`src/rtl/jtcop_mcu_bridge_pkg.sv`:
```
// Shared types and constants for the 68000 <-> i8751 MCU bridge.
package jtcop_mcu_bridge_pkg;

    typedef enum logic [1:0] {
        IDLE = 2'd0,
        REQ  = 2'd1,
        ACK  = 2'd2
    } irq_state_e;

    localparam int unsigned P2_ACK = 3;
    localparam int unsigned P2_RDH = 4;
    localparam int unsigned P2_RDL = 5;
    localparam int unsigned P2_WRL = 6;
    localparam int unsigned P2_WRH = 7;

    localparam int unsigned P1_SND_LSB = 5;
    localparam int unsigned P1_B1_LSB  = 3;
    localparam int unsigned P1_B0      = 2;
    localparam int unsigned P1_MIX_LSB = 0;
    localparam int unsigned P3_CRB_LSB = 0;

    typedef struct packed {
        logic [1:0] sndflag;
        logic [1:0] b1flg;
        logic       b0flg;
        logic [1:0] mixflg;
        logic [2:0] crback;
    } bank_flags_t;

    function automatic bank_flags_t decode_flags(input logic [6:0] p1, input logic [2:0] p3);
        bank_flags_t f;
        f.sndflag = p1[P1_SND_LSB +: 2];
        f.b1flg   = p1[P1_B1_LSB +: 2];
        f.b0flg   = p1[P1_B0];
        f.mixflg  = p1[P1_MIX_LSB +: 2];
        f.crback  = p3[P3_CRB_LSB +: 3];
        return f;
    endfunction

endpackage

```
`src/rtl/jtcop_mcu_irq.sv`:
```
// MCU INT1 request FSM: request/ack handshake, one pending slot and saturating timeout.
module jtcop_mcu_irq
    import jtcop_mcu_bridge_pkg::*;
#(
    parameter int unsigned TOUT_W  = 12,
    parameter bit          TOUT_EN = 1'b1
) (
    input  logic clk,
    input  logic rst_n,
    input  logic req_rise,
    input  logic ack_n,
    output logic int1n,
    output logic tout
);

    localparam logic [TOUT_W-1:0] CNT_MAX = '1;

    irq_state_e        state_q, state_d;
    logic [TOUT_W-1:0] cnt_q, cnt_d;
    logic              pend_q, pend_d;
    logic              tout_q, tout_d;
    logic              int1n_q, int1n_d;

    always_ff @(posedge clk) begin
        if (!rst_n) begin
            state_q <= IDLE;
            cnt_q   <= '0;
            pend_q  <= 1'b0;
            tout_q  <= 1'b0;
            int1n_q <= 1'b1;
        end else begin
            state_q <= state_d;
            cnt_q   <= cnt_d;
            pend_q  <= pend_d;
            tout_q  <= tout_d;
            int1n_q <= int1n_d;
        end
    end

    always_comb begin
        state_d = state_q;
        cnt_d   = cnt_q;
        pend_d  = pend_q;
        tout_d  = tout_q;
        case (state_q)
            IDLE: begin
                if (req_rise || pend_q) begin
                    state_d = REQ;
                    cnt_d   = '0;
                    pend_d  = 1'b0;
                end
            end
            REQ: begin
                if (req_rise) pend_d = 1'b1;
                if (!ack_n) begin
                    state_d = ACK;
                end else if (TOUT_EN && cnt_q == CNT_MAX) begin
                    state_d = IDLE;
                    tout_d  = 1'b1;
                end else if (cnt_q != CNT_MAX) begin
                    cnt_d = cnt_q + TOUT_W'(1);
                end
            end
            ACK: begin
                if (req_rise) pend_d = 1'b1;
                if (ack_n) begin
                    // a queued request restarts REQ; an edge arriving now waits in IDLE
                    state_d = pend_q ? REQ : IDLE;
                    cnt_d   = '0;
                    pend_d  = pend_q ? 1'b0 : req_rise;
                end
            end
            default: state_d = IDLE;
        endcase
        // low only while REQ is held across the edge, so the request shows one cycle after entry
        int1n_d = !(state_q == REQ && state_d == REQ);
    end

    assign int1n = int1n_q;
    assign tout  = tout_q;

endmodule

```
`src/rtl/jtcop_mcu_bridge.sv`:
```
// Glue between the 68000 bus and the i8751 port pins: command/reply latches, INT1 and bank flags.
module jtcop_mcu_bridge
    import jtcop_mcu_bridge_pkg::*;
#(
    parameter int unsigned TOUT_W  = 12,
    parameter bit          TOUT_EN = 1'b1
) (
    input  logic        clk,
    input  logic        rst_n,
    input  logic [5:0]  sec,
    input  logic [15:0] cpu_dout,
    input  logic [1:0]  cpu_dsn,
    output logic [15:0] mcu_dout,
    output logic        rsp_new,
    output logic        tout,
    input  logic [7:0]  p0o,
    input  logic [7:0]  p1o,
    input  logic [7:0]  p2o,
    input  logic [7:0]  p3o,
    output logic [7:0]  p0i,
    output logic [7:0]  p3i,
    output logic        int1n,
    output logic [1:0]  sndflag,
    output logic [1:0]  b1flg,
    output logic        b0flg,
    output logic [1:0]  mixflg,
    output logic [2:0]  crback
);

    logic [7:0]  p2l_q, p2l_d;
    logic        sec0l_q, sec0l_d;
    logic        sec1l_q, sec1l_d;
    logic [15:0] cmd_q, cmd_d;
    logic [7:0]  p0i_q, p0i_d;
    logic [15:0] mcu_dout_q, mcu_dout_d;
    logic        rsp_new_q, rsp_new_d;
    bank_flags_t flags_q, flags_d;

    logic [7:0]  p2_rise_c;
    logic        cmd_rise_c;
    logic        rsp_rise_c;
    logic        unused_c;

    assign p2_rise_c  = p2o & ~p2l_q;
    assign cmd_rise_c = sec[0] & ~sec0l_q;
    assign rsp_rise_c = sec[1] & ~sec1l_q;
    assign unused_c   = ^{sec[2], p1o[7], p3o[7:5], p2_rise_c[3:0]};

    always_ff @(posedge clk) begin
        if (!rst_n) begin
            p2l_q      <= 8'hFF;
            sec0l_q    <= 1'b0;
            sec1l_q    <= 1'b0;
            cmd_q      <= '0;
            p0i_q      <= '0;
            mcu_dout_q <= '0;
            rsp_new_q  <= 1'b0;
            flags_q    <= '0;
        end else begin
            p2l_q      <= p2l_d;
            sec0l_q    <= sec0l_d;
            sec1l_q    <= sec1l_d;
            cmd_q      <= cmd_d;
            p0i_q      <= p0i_d;
            mcu_dout_q <= mcu_dout_d;
            rsp_new_q  <= rsp_new_d;
            flags_q    <= flags_d;
        end
    end

    always_comb begin
        p2l_d      = p2o;
        sec0l_d    = sec[0];
        sec1l_d    = sec[1];
        cmd_d      = cmd_q;
        p0i_d      = p0i_q;
        mcu_dout_d = mcu_dout_q;
        rsp_new_d  = rsp_new_q;
        flags_d    = decode_flags(p1o[6:0], p3o[2:0]);

        if (cmd_rise_c) begin
            if (!cpu_dsn[1]) cmd_d[15:8] = cpu_dout[15:8];
            if (!cpu_dsn[0]) cmd_d[7:0]  = cpu_dout[7:0];
        end
        if (p2_rise_c[P2_RDH]) p0i_d = cmd_q[15:8];
        if (p2_rise_c[P2_RDL]) p0i_d = cmd_q[7:0];
        if (p2_rise_c[P2_WRL]) mcu_dout_d[7:0]  = p0o;
        if (p2_rise_c[P2_WRH]) mcu_dout_d[15:8] = p0o;
        if (rsp_rise_c)        rsp_new_d = 1'b0;
        if (p2_rise_c[P2_WRH]) rsp_new_d = 1'b1;
    end

    jtcop_mcu_irq #(
        .TOUT_W  (TOUT_W),
        .TOUT_EN (TOUT_EN)
    ) u_irq (
        .clk      (clk),
        .rst_n    (rst_n),
        .req_rise (cmd_rise_c),
        .ack_n    (p2o[P2_ACK]),
        .int1n    (int1n),
        .tout     (tout)
    );

    assign mcu_dout = mcu_dout_q;
    assign rsp_new  = rsp_new_q;
    assign p0i      = p0i_q;
    assign p3i      = {sec[5:3], p3o[4:0]};
    assign sndflag  = flags_q.sndflag;
    assign b1flg    = flags_q.b1flg;
    assign b0flg    = flags_q.b0flg;
    assign mixflg   = flags_q.mixflg;
    assign crback   = flags_q.crback;

endmodule
```
`config.mk`:
```
export PLATFORM = sky130hd
export DESIGN_NAME = jtcop_mcu_bridge
export DESIGN_NICKNAME = d
export VERILOG_FILES = /design/src/rtl/jtcop_mcu_bridge_pkg.sv /design/src/rtl/jtcop_mcu_irq.sv /design/src/rtl/jtcop_mcu_bridge.sv
export SDC_FILE = /design/constraint.sdc
export NUM_CORES = 1
export LEC_CHECK = 0
export CORE_ASPECT_RATIO = 0.75
export CORE_MARGIN = 10
export CORE_UTILIZATION = 46
export CTS_CLUSTER_SIZE = 10
export DETAILED_ROUTE_END_ITERATION = 16
export PLACE_DENSITY = 0.86
export REMOVE_ABC_BUFFERS = 1
export SLEW_MARGIN = 15
export SYNTH_ARGS = -nofsm -noshare
export SYNTH_HDL_FRONTEND = slang
export SYNTH_SLANG_ARGS = --single-unit
```
`constraint.sdc`:
```
create_clock -name clk -period 2 [get_ports clk]
set_input_delay 0.3 -clock clk [delete_from_list [all_inputs] [get_ports clk]]
set_output_delay 0.3 -clock clk [all_outputs]
set_load 0.05 [all_outputs]
```
==> impl_metrics.csv <==
group,metric,value,unit
status,outcome,"completed",
clock_network,path_clk_slew,0.08,ns
synth,synth-seq-cells,74,
setup_path,start_kind,"flop",
timing,fmaxAchievable,519,MHz
layout,multi_input_area,1490,um2
detailed_routing,final_antenna_net_count,0,
floorplan,die_y,91.5,um
synth,avgSynthCellArea,9.98,um2
clock_network,cts_tree,"yes",
detailed_routing,dr.pass1.iters,4,
timing,slew_violations,0,
timing,finalCritPeriodShare,0.964,
min_path,hold-path-cell-count,2,
detailed_routing,finalWirelength,7670,um
setup_path,cp.arrival,2.16,ns
global_routing,grt_max_degree,56,
placement,dp_hpwl,5930,um
clock_network,htree_num_levels,3,
placement,portBuffers,84,
layout,syn_to_final_growth,36.9,%
synth,yosys_warnings,0,
setup_path,end_kind,"flop",
layout,layout-drive-gt1-share,0.122,
timing,tightest_slew,0.630,ns
synth,synth_cell_type_count,37,
detailed_routing,wl_per_cell,15.6,um
clock_network,cts.root.buffer_cell,"clkbuf_8",
timing,fin_crit,1.93,ns
min_path,hold_end,"mcu_dout[12]",
floorplan,num_rows,25,
timing,relSlewSlack,0.580,
setup_path,r2r_slack,0.07,ns
clock_network,cts_inserted_buffers,9,
timing,setup_viol,0,
timing,rsz0062_at_grt,"false",
clock_network,clk_latency,0.34,ns
setup_path,path_max_fanout,5,
detailed_routing,drc,0,
floorplan,fp.coreArea,6440,um2
power_and_ir_drop,p_per_area,768,nW/um2
power_and_ir_drop,p_leak,1.71,nW
floorplan,initial_core_util,0.486,
timing,hold_viol,0,
clock_network,clock_path_buffers,2,
timing,clock_skew,0.0139,ns
run,maxCapViolCount,0,
synth,syn_area,3130,um2
setup_path,r2r_cells,7,
placement,globalplace.congestion,0.820,
placement,place_area,4110,um2
power_and_ir_drop,ir_worst_vdd,0.467,mV
detailed_routing,drt_iter0_drc,80,
synth,ys_seq_area_frac,0.473,
global_routing,antenna_found_initial,1,
setup_path,rr_startpoint,"u_irq.cnt_q[1]",
setup_path,r2r-end,"u_irq.cnt_q[2]",
setup_path,crit_required,2.23,ns
placement,dpl_worst_slack,-0.0600,ns
min_path,hp-class,"flop to flop",
timing,tns,0,ns
clock_network,hold_buffers,0,
global_routing,grt_usage,0.150,
timing,worst_slack,0.0716,ns
global_routing,grt_pass1_wl,12800,um
layout,antenna_cells,0,
setup_path,critPathKind,"flop to flop",
floorplan,floorplan.io_pins,103,
clock_network,cts.sinks,74,
global_routing,grt_overflow,0,
layout,nets,469,
synth,syn_inst,314,
detailed_routing,vias_per_cell,4.98,
floorplan,die_x,115,um
layout,regArea,1480,um2
min_path,hp-start,"mcu_dout[12]",
layout,num-fill-cells,528,
global_routing,grt_pass1_vias,2693,
detailed_routing,vias,2450,
layout,fin_area,4290,um2
floorplan,dieArea,10500,um2
==> cell type report <==
type / count / share of cell area
inverters: 13 / 0.0114
clock buffers: 10 / 0.0297
well taps: 81 / 0.0236
clock inverters: 6 / 0.0117
flip-flops and latches: 74 / 0.345
repair buffers: 104 / 0.232
multi-input cells: 204 / 0.346
==> layer usage <==
metal / global-route usage / part of all wire
met1: 0.158 / 0.40
met2: 0.236 / 0.47
met3: 0.101 / 0.12
met4: 0.0473 / 0.011
met5: 0 / 0.0023
==> repair_timing <==
| item | in CTS | in global routing |
|---|---|---|
| setup endpoints to repair | 0 | 2 |
| buffers inserted | 0 | 0 |
| gates resized for setup | 0 | 1 |
==> kinds of logic after synthesis <==
kind of cell / share of synthesized area
flip-flops: 0.473
buffers and inverters: 0.0555
AO/OA/AOI/OAI: 0.145
XOR/XNOR: 0.0196
adder cells (fa/ha/maj): 0.0200
AND/OR/NAND/NOR: 0.186
multiplexers: 0.102
==> worst max path at each step <==
stage / startpoint / endpoint / cells past startpoint
after global placement: p2o[3] / u_irq.cnt_q[3] / 7
final: u_irq.cnt_q[1] / u_irq.cnt_q[2] / 7
after CTS: u_irq.cnt_q[1] / u_irq.cnt_q[2] / 7
after floorplan: u_irq.cnt_q[0] / u_irq.cnt_q[11] / 6
after detailed placement: sec[0] / u_irq.int1n / 7
after global routing: u_irq.cnt_q[1] / u_irq.cnt_q[2] / 7
==> synth_stat cells <==
cell type | n | area, um2
o21a_1 | 4 | 30.0
a211oi_4 | 1 | 20.0
a21o_2 | 2 | 17.5
a211oi_1 | 3 | 22.5
mux2i_1 | 32 | 320
a21oi_1 | 8 | 40.0
a211o_1 | 1 | 8.76
inv_1 | 13 | 48.8
buf_6 | 1 | 11.3
nand3_1 | 5 | 25.0
and3_1 | 3 | 18.8
o21ai_0 | 6 | 30.0
buf_4 | 8 | 60.1
o21ai_1 | 1 | 5.00
a2bb2oi_1 | 1 | 8.76
nand2b_1 | 10 | 62.6
and4_1 | 1 | 8.76
clkbuf_1 | 13 | 48.8
a2111oi_4 | 2 | 55.1
nor2b_1 | 27 | 169
o211ai_4 | 1 | 21.3
a41o_4 | 1 | 21.3
nand2_1 | 31 | 116
nor2_2 | 2 | 12.5
xnor2_1 | 7 | 61.3
dfxtp_1 | 74 | 1480
o32ai_1 | 1 | 8.76
and2_2 | 1 | 7.51
nor2_1 | 10 | 37.5
nand4_1 | 3 | 18.8
and4_4 | 1 | 11.3
a311oi_1 | 1 | 8.76
ha_1 | 5 | 62.6
o211a_1 | 8 | 80.1
buf_2 | 1 | 5.00
a21boi_0 | 10 | 75.1
and2_1 | 15 | 93.8
==> layout by cell type (no fill, tap or decap), types with 2 or more instances in the layout <==
cell type,n
clkdlybuf4s50_1,81
dfxtp_1,74
mux2i_1,32
nand2_1,31
nor2b_1,27
buf_4,22
and2_1,15
inv_1,13
nand2b_1,10
a21boi_0,10
nor2_1,10
clkbuf_8,9
o211a_1,8
a21oi_1,8
xnor2_1,7
o21ai_0,6
nand3_1,5
ha_1,5
o21a_1,4
nand4_1,3
and3_1,3
a211oi_1,3
inv_6,3
nor2_2,2
a2111oi_4,2
a21o_2,2
clkinvlp_4,2
==> per-stage QoR <==
stage               hold slack [ns]  total power [mW]   util  instances
floorplan                     0.373              1.97      -        291
global placement              0.447              2.26  0.637        476
detailed placement            0.462              2.28  0.637        476
CTS                           0.474              3.32  0.665        492
global route                  0.499              3.45  0.666        492
finish                        0.472              3.30  0.666        492
==> flip-flops by register name, summed over array words and instances, names as in the netlist <==
name / flops
cmd_q: 16
mcu_dout: 16
u_irq.cnt_q: 12
p0i: 8
p2l_q: 4
crback: 3
b1flg: 2
mixflg: 2
sndflag: 2
u_irq.state_q: 2
b0flg: 1
rsp_new: 1
sec0l_q: 1
sec1l_q: 1
u_irq.int1n: 1
u_irq.pend_q: 1
u_irq.tout: 1
==> critical path: stages, from the launching register on <==
cell      delay (ns)
dfxtp_1         0.35
ha_1            0.21
and4_1          0.24
a41o_4          0.33
buf_4           0.15
a211oi_1        0.31
xnor2_1         0.17
nor2_1          0.05
==> report_power, final <==
part	total (mW)	internal (mW)	switching, mW
Clock	1.04	0.466	0.579
Sequential	1.57	1.54	0.0353
Combinational	0.678	0.306	0.372
Total	3.30	2.31	0.986
Note: power is estimated with default switching activity, not from simulation.
